===== config.mk =====
export PLATFORM = sky130hd
export DESIGN_NAME = match_controller
export DESIGN_NICKNAME = d
export VERILOG_FILES = /design/src/rtl/pong_pkg.sv /design/src/rtl/ms_tick_gen.sv /design/src/rtl/match_controller.sv
export SDC_FILE = /design/constraint.sdc
export NUM_CORES = 1
export LEC_CHECK = 0
export ABC_AREA = 0
export CAP_MARGIN = 20
export CORE_MARGIN = 1
export CORE_UTILIZATION = 50
export CTS_CLUSTER_SIZE = 8
export DETAILED_ROUTE_END_ITERATION = 6
export PLACE_DENSITY_LB_ADDON = 0.3
export SYNTH_ARGS = -nofsm -noshare
export SYNTH_HDL_FRONTEND = slang
export SYNTH_HIERARCHICAL = 1
export SYNTH_SLANG_ARGS = --single-unit

===== constraint.sdc =====
create_clock -name clk_0 -period 3.1 [get_ports clk_0]
set_input_delay 0.775 -clock clk_0 [delete_from_list [all_inputs] [get_ports clk_0]]
set_output_delay 0.775 -clock clk_0 [all_outputs]
set_load 0.02 [all_outputs]

===== src/rtl/pong_pkg.sv =====
// Shared types and constants for the Pong game-flow blocks.
// Contents:
//   match_state_t           - match sequencer state encoding (3-bit)
//   SCORE_W / SCORE_MAX     - score width and saturation value
//   DIR_LEFT / DIR_RIGHT    - serve direction encodings
//   score_inc()             - saturating score increment
package pong_pkg;

  localparam int SCORE_W = 4;
  localparam logic [SCORE_W-1:0] SCORE_MAX = 4'd15;

  localparam logic DIR_LEFT  = 1'b0;
  localparam logic DIR_RIGHT = 1'b1;

  typedef enum logic [2:0] {
    ST_IDLE        = 3'd0,
    ST_SERVE_WAIT  = 3'd1,
    ST_RALLY       = 3'd2,
    ST_POINT_PAUSE = 3'd3,
    ST_GAME_OVER   = 3'd4
  } match_state_t;

  // Scores stick at SCORE_MAX rather than wrapping to zero.
  function automatic logic [SCORE_W-1:0] score_inc(input logic [SCORE_W-1:0] s);
    return (s == SCORE_MAX) ? s : s + 1'b1;
  endfunction

endpackage


===== src/rtl/ms_tick_gen.sv =====
// Millisecond tick generator.
// Ports:
//   clk_0 - system clock
//   rst   - synchronous active-high reset
//   clr   - synchronous restart of the prescaler (count returns to 0)
//   tick  - one-cycle pulse when the prescaler wraps (every CLK_FREQ_HZ/1000 cycles)
module ms_tick_gen #(
  parameter int CLK_FREQ_HZ = 25_175_000
) (
  input  logic clk_0,
  input  logic rst,
  input  logic clr,
  output logic tick
);

  localparam int DIV   = (CLK_FREQ_HZ / 1000 < 1) ? 1 : CLK_FREQ_HZ / 1000;
  localparam int CNT_W = (DIV > 1) ? $clog2(DIV) : 1;
  localparam logic [CNT_W-1:0] CNT_LAST = CNT_W'(DIV - 1);

  logic [CNT_W-1:0] cnt;

  always_ff @(posedge clk_0) begin
    if (rst || clr) begin
      cnt <= '0;
    end else if (cnt == CNT_LAST) begin
      cnt <= '0;
    end else begin
      cnt <= cnt + 1'b1;
    end
  end

  assign tick = (cnt == CNT_LAST);

endmodule


===== src/rtl/match_controller.sv =====
// Pong match sequencer: owns match state, both scores, serve timing and
// game-over detection. Gates ball motion and drives the AI opponent's
// reset_game / sq_missed inputs.
// Ports:
//   clk_0, rst              - clock, synchronous active-high reset
//   start_btn               - synchronised start button (rising edge used)
//   miss_left, miss_right   - ball left the field on that side (RALLY only)
//   score_p1, score_p2      - 4-bit saturating scores
//   reset_game, sq_missed   - recentre request / rally-over flag
//   ball_enable             - ball may move
//   serve_launch, serve_dir - one-cycle serve pulse and its direction
//   game_over, winner       - match finished, winner (0 = P1, 1 = P2)
// Build option: define MATCH_WIN_BY_TWO_EN to require a two-point lead to win.
module match_controller
  import pong_pkg::*;
#(
  parameter int CLK_FREQ_HZ    = 25_175_000,
  parameter int WIN_SCORE      = 11,
  parameter int SERVE_DELAY_MS = 1000,
  parameter int POINT_PAUSE_MS = 750
) (
  input  logic               clk_0,
  input  logic               rst,
  input  logic               start_btn,
  input  logic               miss_left,
  input  logic               miss_right,
  output logic [SCORE_W-1:0] score_p1,
  output logic [SCORE_W-1:0] score_p2,
  output logic               reset_game,
  output logic               sq_missed,
  output logic               ball_enable,
  output logic               serve_launch,
  output logic               serve_dir,
  output logic               game_over,
  output logic               winner
);

  localparam int MS_MAX = (SERVE_DELAY_MS > POINT_PAUSE_MS) ? SERVE_DELAY_MS : POINT_PAUSE_MS;
  localparam int MS_W   = $clog2(MS_MAX + 2);
  localparam logic [MS_W-1:0]    SERVE_MS = MS_W'(SERVE_DELAY_MS);
  localparam logic [MS_W-1:0]    PAUSE_MS = MS_W'(POINT_PAUSE_MS);
  localparam logic [SCORE_W-1:0] WIN      = SCORE_W'(WIN_SCORE);

  match_state_t    state;
  logic            start_q;
  logic            start_edge;
  logic            any_miss;
  logic            tick;
  logic            state_chg;
  logic            match_end;
  logic            p2_wins;
  logic [MS_W-1:0] ms_cnt;

  assign start_edge = start_btn & ~start_q;
  assign any_miss   = miss_left | miss_right;

  // Flags the cycle whose clock edge changes state, so the prescaler and the
  // ms counter both start from zero on the first cycle of the new state.
  always_comb begin
    state_chg = 1'b0;
    unique case (state)
      ST_IDLE:        state_chg = start_edge;
      ST_SERVE_WAIT:  state_chg = (ms_cnt == SERVE_MS);
      ST_RALLY:       state_chg = any_miss;
      ST_POINT_PAUSE: state_chg = (ms_cnt == PAUSE_MS);
      ST_GAME_OVER:   state_chg = start_edge;
      default:        state_chg = 1'b0;
    endcase
  end

  ms_tick_gen #(
    .CLK_FREQ_HZ(CLK_FREQ_HZ)
  ) u_ms_tick (
    .clk_0(clk_0),
    .rst  (rst),
    .clr  (state_chg),
    .tick (tick)
  );

`ifdef MATCH_WIN_BY_TWO_EN
  logic       last_let;
  logic [4:0] p1_ext;
  logic [4:0] p2_ext;

  // Remembers whether the rally that led into the current pause was a let;
  // a saturated 15:15 tie is only broken off after such a pause.
  always_ff @(posedge clk_0) begin
    if (rst) begin
      last_let <= 1'b0;
    end else if (state == ST_RALLY && any_miss) begin
      last_let <= miss_left & miss_right;
    end
  end

  assign p1_ext = {1'b0, score_p1};
  assign p2_ext = {1'b0, score_p2};

  always_comb begin
    match_end = ((score_p1 >= WIN) && (p1_ext >= p2_ext + 5'd2)) ||
                ((score_p2 >= WIN) && (p2_ext >= p1_ext + 5'd2)) ||
                (((score_p1 == SCORE_MAX) || (score_p2 == SCORE_MAX)) && (score_p1 != score_p2)) ||
                ((score_p1 == SCORE_MAX) && (score_p2 == SCORE_MAX) && last_let);
    p2_wins   = (score_p2 > score_p1);
  end
`else
  always_comb begin
    match_end = (score_p1 >= WIN) || (score_p2 >= WIN);
    p2_wins   = (score_p2 >= WIN);
  end
`endif

  always_ff @(posedge clk_0) begin
    if (rst) begin
      state        <= ST_IDLE;
      score_p1     <= '0;
      score_p2     <= '0;
      reset_game   <= 1'b1;
      sq_missed    <= 1'b0;
      ball_enable  <= 1'b0;
      serve_launch <= 1'b0;
      serve_dir    <= DIR_LEFT;
      game_over    <= 1'b0;
      winner       <= 1'b0;
      start_q      <= 1'b0;
      ms_cnt       <= '0;
    end else begin
      start_q      <= start_btn;
      serve_launch <= 1'b0;

      if (state_chg) begin
        ms_cnt <= '0;
      end else if (tick && ms_cnt != '1) begin
        ms_cnt <= ms_cnt + 1'b1;
      end

      unique case (state)
        ST_IDLE: begin
          reset_game  <= 1'b1;
          ball_enable <= 1'b0;
          if (start_edge) begin
            state     <= ST_SERVE_WAIT;
            score_p1  <= '0;
            score_p2  <= '0;
            serve_dir <= DIR_RIGHT;
          end
        end

        ST_SERVE_WAIT: begin
          // reset_game was raised on the way in, so it lasts one cycle.
          reset_game  <= 1'b0;
          ball_enable <= 1'b0;
          if (ms_cnt == SERVE_MS) begin
            state        <= ST_RALLY;
            serve_launch <= 1'b1;
            ball_enable  <= 1'b1;
          end
        end

        ST_RALLY: begin
          ball_enable <= 1'b1;
          if (any_miss) begin
            if (miss_left && !miss_right) begin
              score_p2  <= score_inc(score_p2);
              serve_dir <= DIR_LEFT;
            end else if (miss_right && !miss_left) begin
              score_p1  <= score_inc(score_p1);
              serve_dir <= DIR_RIGHT;
            end
            state       <= ST_POINT_PAUSE;
            ball_enable <= 1'b0;
            sq_missed   <= 1'b1;
          end
        end

        ST_POINT_PAUSE: begin
          ball_enable <= 1'b0;
          if (ms_cnt == PAUSE_MS) begin
            sq_missed  <= 1'b0;
            reset_game <= 1'b1;
            if (match_end) begin
              state     <= ST_GAME_OVER;
              game_over <= 1'b1;
              winner    <= p2_wins;
            end else begin
              state <= ST_SERVE_WAIT;
            end
          end
        end

        ST_GAME_OVER: begin
          reset_game  <= 1'b1;
          ball_enable <= 1'b0;
          if (start_edge) begin
            state     <= ST_SERVE_WAIT;
            score_p1  <= '0;
            score_p2  <= '0;
            game_over <= 1'b0;
            winner    <= 1'b0;
            serve_dir <= DIR_RIGHT;
          end
        end

        default: state <= ST_IDLE;
      endcase
    end
  end

endmodule


* Word level (Yosys, flattened, before mapping)
Index checks and enable logic that the tools add are counted.
** Operators by class
- $add $sub $neg :: 4
- $lt $le $gt $ge :: 2
- Eq/ne operators :: 22
- Multiplexer cells :: 37
- Bitwise gates (word level) :: 4
- Reductions and logical operators :: 25
** Operators with widths (count)
- $mux W4 :: 8
- $eq A10 B10 Y1 const B :: 2
- $ne A2 B2 Y1 const B :: 10
- $pmux W4 S2 :: 2
- $add A15 B1 Y15 const B :: 1
- $eq A15 B15 Y1 const B :: 1
- $mux W3 :: 5
- $mux W1 :: 14
- $pmux W3 S4 :: 1
- $reduce_and A4 Y1 :: 3
- $add A10 B1 Y10 const B :: 1
- $ne A10 B10 Y1 const B :: 1
- $add A4 B1 Y4 const B :: 2
- $eq A4 B4 Y1 const B :: 2
- $ge A4 B4 Y1 const B :: 2
- $pmux W1 S2 :: 4
- $reduce_or A2 Y1 :: 4
- $eq A3 B2 Y1 const B :: 2
- $pmux W1 S3 :: 2
- $reduce_and A6 Y1 :: 1
- $reduce_bool A2 Y1 :: 3
- $reduce_bool A3 Y1 :: 2
- $reduce_and A5 Y1 :: 1
- $pmux W1 S4 :: 1
- other kinds (14) :: 19
** Word-level totals
- Flip-flop bits (word level) :: 44
- Input port bits :: 5
- Output and inout port bits :: 15
- Word-level logic and storage cells :: 107

* Depth between registers and ports, before layout
- Depth after elaboration :: 6
- Mapped depth :: 9
- Depth with buffers taken out :: 8

* Cells and area by module
The synthesis kept the hierarchy.
** Modules (own cells, without submodules)
- match_controller :: instances 1, cells an instance 194, area each 1655.3 um^2, sequential area each 580.6 um^2
- ms_tick_gen :: instances 1, cells an instance 77, area each 693.2 um^2, sequential area each 300.3 um^2

* Worst setup path before layout
Ideal clock, no wire load.
- Path type :: flip-flop to flip-flop
- Start point :: register u_ms_tick.cnt[0]
- End point :: register ms_cnt[9]
- Library setup time :: 0.114 ns
- Arrival :: 2.026 ns
- Data required time :: 2.986 ns
- Setup slack :: 0.960 ns
- Stages on the path, launching flop included :: 9
- Path buffers :: 0
- Period minus slack after synthesis :: 2.140 ns
- Cells stage by stage :: dfxtp_1 -> inv_1 -> ha_1 -> or4b_1 -> nor4_2 -> nand3_1 -> nor4_1 -> mux2i_1 -> nor2_1
** On the way
- Longest elaborated chain between the ends :: 2
** RTL lines
- start: declaration :: line ms_tick_gen.sv:20 : logic [CNT_W-1:0] cnt;
- start signal: assignment :: line ms_tick_gen.sv:28 : cnt <= cnt + 1'b1;
- $eq A15 B15 Y1 :: line ms_tick_gen.sv:32 : assign tick = (cnt == CNT_LAST);
- net tick :: line match_controller.sv:48 : logic tick;
- $logic_and A1 B1 Y1 :: line match_controller.sv:132 : end else if (tick && ms_cnt != '1) begin
- end signal: assignment :: line match_controller.sv:133 : ms_cnt <= ms_cnt + 1'b1;
- end: declaration :: line match_controller.sv:52 : logic [MS_W-1:0] ms_cnt;
The timed path passes the listed nets, and every way through them passes these cells.
A chain may end at the register's enable or synchronous reset.

* Worst setup path after layout
- Start point :: register u_ms_tick.cnt[1]
- End point :: register ms_cnt[9]
Same word-level chain as after synthesis.

==> impl_metrics.toml <==
[run_status]
status = "complete, but fails checks"
violations = "design-rule violations"

[floorplan]
dieArea_um2 = 4980
dieHeight_um = 70.5
start_util_pct = 52.8
die_w_um = 70.5
core_um2 = 4440
pin_count = 20
rows = 24

[sta]
finalClockSkew_ps = 6.68
setup_viol = 0
hold_viol_final = 0
fin_setup_tns_ps = 0
drv_slew = 0
period_needed_ps = 2480
relSlewSlack_pct = 60.0
max_freq_mhz = 403
layout_setup_ws_ps = 621
finalCritPeriodShare_pct = 80.0
tightestPinTransition_ps = 595
rsz0062_at_grt = "false"

[power]
p_int_w = 0.000778
pwr-share-seq_pct = 57.2
p_sw_w = 0.000237
ir_drop_v = 0.000200
comb_power_share_pct = 6.1
p_leak_nw = 0.845
power_density_nw_per_um2 = 385
clkPwrFrac_pct = 36.7
p_sw_share_pct = 23.4

[clock_network]
clock-sinks = 44
clkTransAtPathRegs_ps = 80
cts_hold_buf = 0
cts_setup_buffers = 0
cts_root_buffer = "clkbuf_8"
cts_buffer_depth = 2
clk_latency_ps = 290
cts_buffers = 5
cts_tree = "built"
cts_resized = 0
htree_num_levels = 2

[setup_path]
slowest_delay_ps = 530
reg2reg_from = "u_ms_tick/cnt[1]$_SDFF_PP0_"
criticalPathCategory = "flip-flop to flip-flop"
critPathLaunchType = "flip-flop"
ff2ff_path_depth = 7
cp-startpoint = "u_ms_tick/cnt[1]$_SDFF_PP0_"
r2r_slack_ps = 620
end_kind = "flip-flop"
r2r_end = "ms_cnt[9]$_SDFFE_PP0P_"
crit_end = "ms_cnt[9]$_SDFFE_PP0P_"
worstPathCellList = "ha_1 > or4b_1 > nor4_2 > nand3_1 > nor4_1 > mux2i_1 > nor2_1"
cp_data_required_time_ps = 3270
worstPathArrival_ps = 2650
slowest_stage = "nor4_2"
crit_fanout = 5

[place]
io_buffers = 19
routabilityCongestion = 0.802
hpwl_mm = 3.32
place_ws_ps = 288
dpl_cell_area_um2 = 2540

[yosys]
avgSynthCellArea_um2 = 8.67
netlist_instances = 271
synthTopCellsByArea = "dfxtp_1 (38%), nor2_1 (5.8%), ha_1 (5.3%)"
synth_seq_cells = 44
syn_area_um2 = 2350
synth-seq-area-share_pct = 37.5
ys_warn_count = 6
yosys.area.top_type_share_pct = 37.5
syn_nets = 286
synth_cell_types = 52
synth_top_area_cell = "dfxtp_1"

[routing]
via_count = 1957
viasPerCell = 5.72
drc = 3
firstDrtPassIters = 6
initialDrtViolationCount = 133
wirelength_mm = 4.51
detail_route.wl_per_cell_um = 13.2
ant_nets = 0

[job]
drv_cap = 0

[hold_path]
hold_path.class = "flip-flop to flip-flop"
min_path_cells = 2

[global_routing]
first_global_vias = 1864
grt_pass1_wl_mm = 8.00
overflow = 0
grt_max_degree = 18
grt_usage_pct = 19.7
antenna_found_initial = 0

[layout]
area_growth_pct = 12.3
finalNetCount = 304
layout-drive-gt1-share_pct = 7.24
fin_area_um2 = 2640
n_antenna_cell = 0
[cell usage in the layout, fill, tap and decap left out, types with 7 or more instances in the layout]
cell type | Yosys | layout
a21oi_1 | 11 | 11
clkdlybuf4s50_1 | 0 | 19
dfxtp_1 | 44 | 44
ha_1 | 10 | 10
inv_1 | 14 | 14
nand2_1 | 19 | 19
nand3_1 | 21 | 21
nor2_1 | 36 | 36
nor3_1 | 7 | 7
o21ai_0 | 7 | 7
xnor2_1 | 11 | 11
[stage by stage]
stage,instances,utilization (%),total power (W),hold WS [ps]
finish,342,59.3,0.00102,470
global route,342,59.3,0.00106,500
CTS,342,59.3,0.00103,475
detailed placement,334,57.2,0.000657,462
global placement,334,57.2,0.000656,454
floorplan,271,-,0.000642,441
[synthesized netlist by cell type (all sizes together)]
cell     instances
ha              10
o41ai            1
xnor2           11
nand3           21
or4b             1
o32a             1
nor2b            2
clkbuf           4
mux2             1
o22ai            1
o311a            1
and2             1
nand4            6
nand4bb          1
nor4b            3
o31ai            2
or4              5
o21ai            8
a31oi            3
inv             14
o21a             1
or3              6
o211a            1
mux2i            4
nor4             7
and4b            1
a211oi           4
and3             3
a211o            2
buf              5
nor2            36
nand4b           2
dfxtp           44
a21oi           11
xor2             3
nand2           19
nor3b            3
o211ai           1
nand2b           4
a311oi           1
nor3             9
or2              2
nand3b           5
[area by class of cell]
cell class                 instances  area (um2)
timing repair buffer              20         198
fill                             420        1810
multi-input combinational        204        1350
sequential                        44         881
tap                               52        65.1
clock inverter                     1        7.51
inverter                          14        52.6
clock buffer                       7        86.3
[worst min path at each step]
| stage | from | endpoint | slack, ps |
|---|---|---|---|
| 2_1_floorplan | u_ms_tick/cnt[0]$_SDFF_PP0_ | u_ms_tick/cnt[0]$_SDFF_PP0_ | 440 |
| 3_3_place_gp | game_over$_SDFFE_PP0P_ | game_over$_SDFFE_PP0P_ | 450 |
| 3_5_place_dp | game_over$_SDFFE_PP0P_ | game_over$_SDFFE_PP0P_ | 460 |
| 4_1_cts | game_over$_SDFFE_PP0P_ | game_over$_SDFFE_PP0P_ | 470 |
| 5_1_grt | u_ms_tick/cnt[0]$_SDFF_PP0_ | u_ms_tick/cnt[0]$_SDFF_PP0_ | 500 |
| 6_report | game_over$_SDFFE_PP0P_ | game_over$_SDFFE_PP0P_ | 470 |
[power groups by stage]
stage / clock, W / sequential, W / combinational [W]
finish: 0.000372 / 0.000581 / 0.0000618
detailed placement: 0 / 0.000595 / 0.0000624
floorplan: 0 / 0.000593 / 0.0000482
CTS: 0.000387 / 0.000581 / 0.0000627
global placement: 0 / 0.000594 / 0.0000620
global route: 0.000410 / 0.000583 / 0.0000693
[cells by family (layout without fill, tap and decap cells)]
kind of cell	Yosys count	count (layout)	synth area share, %
muxes	5	5	2.18
DFF	44	44	37.5
xor gates and xnor gates	14	14	5.22
buffers and inverters	23	42	5.17
adders and majority gates	10	10	5.33
AOI/OAI and AO/OA	38	38	11.4
and+or+nand+nor	137	137	33.2
[flip-flops by register name, indices dropped and copies added, names as in the netlist]
signal,flops
u_ms_tick/cnt,15
ms_cnt,10
score_p1,4
score_p2,4
state,3
ball_enable,1
game_over,1
reset_game,1
serve_dir,1
serve_launch,1
sq_missed,1
start_q,1
winner,1
[worst max-delay path, delay by kind of cell (launching register included)]
family / cells / cell delay [ps]
simple gates: 5 / 1580
flops: 1 / 380
mux: 1 / 220
fa+ha+maj: 1 / 160
[layer usage]
layer	part of all wire, %	routed length [um]	up-vias	global-route usage (%)
met5	0	0	-	0
met4	0.33	15	0	5.56
met3	2.9	132	2	3.85
met2	49	2190	31	34.7
met1	48	2170	917	24.5
li1	-	-	1007	-
Power figures use the tool's default switching activity.
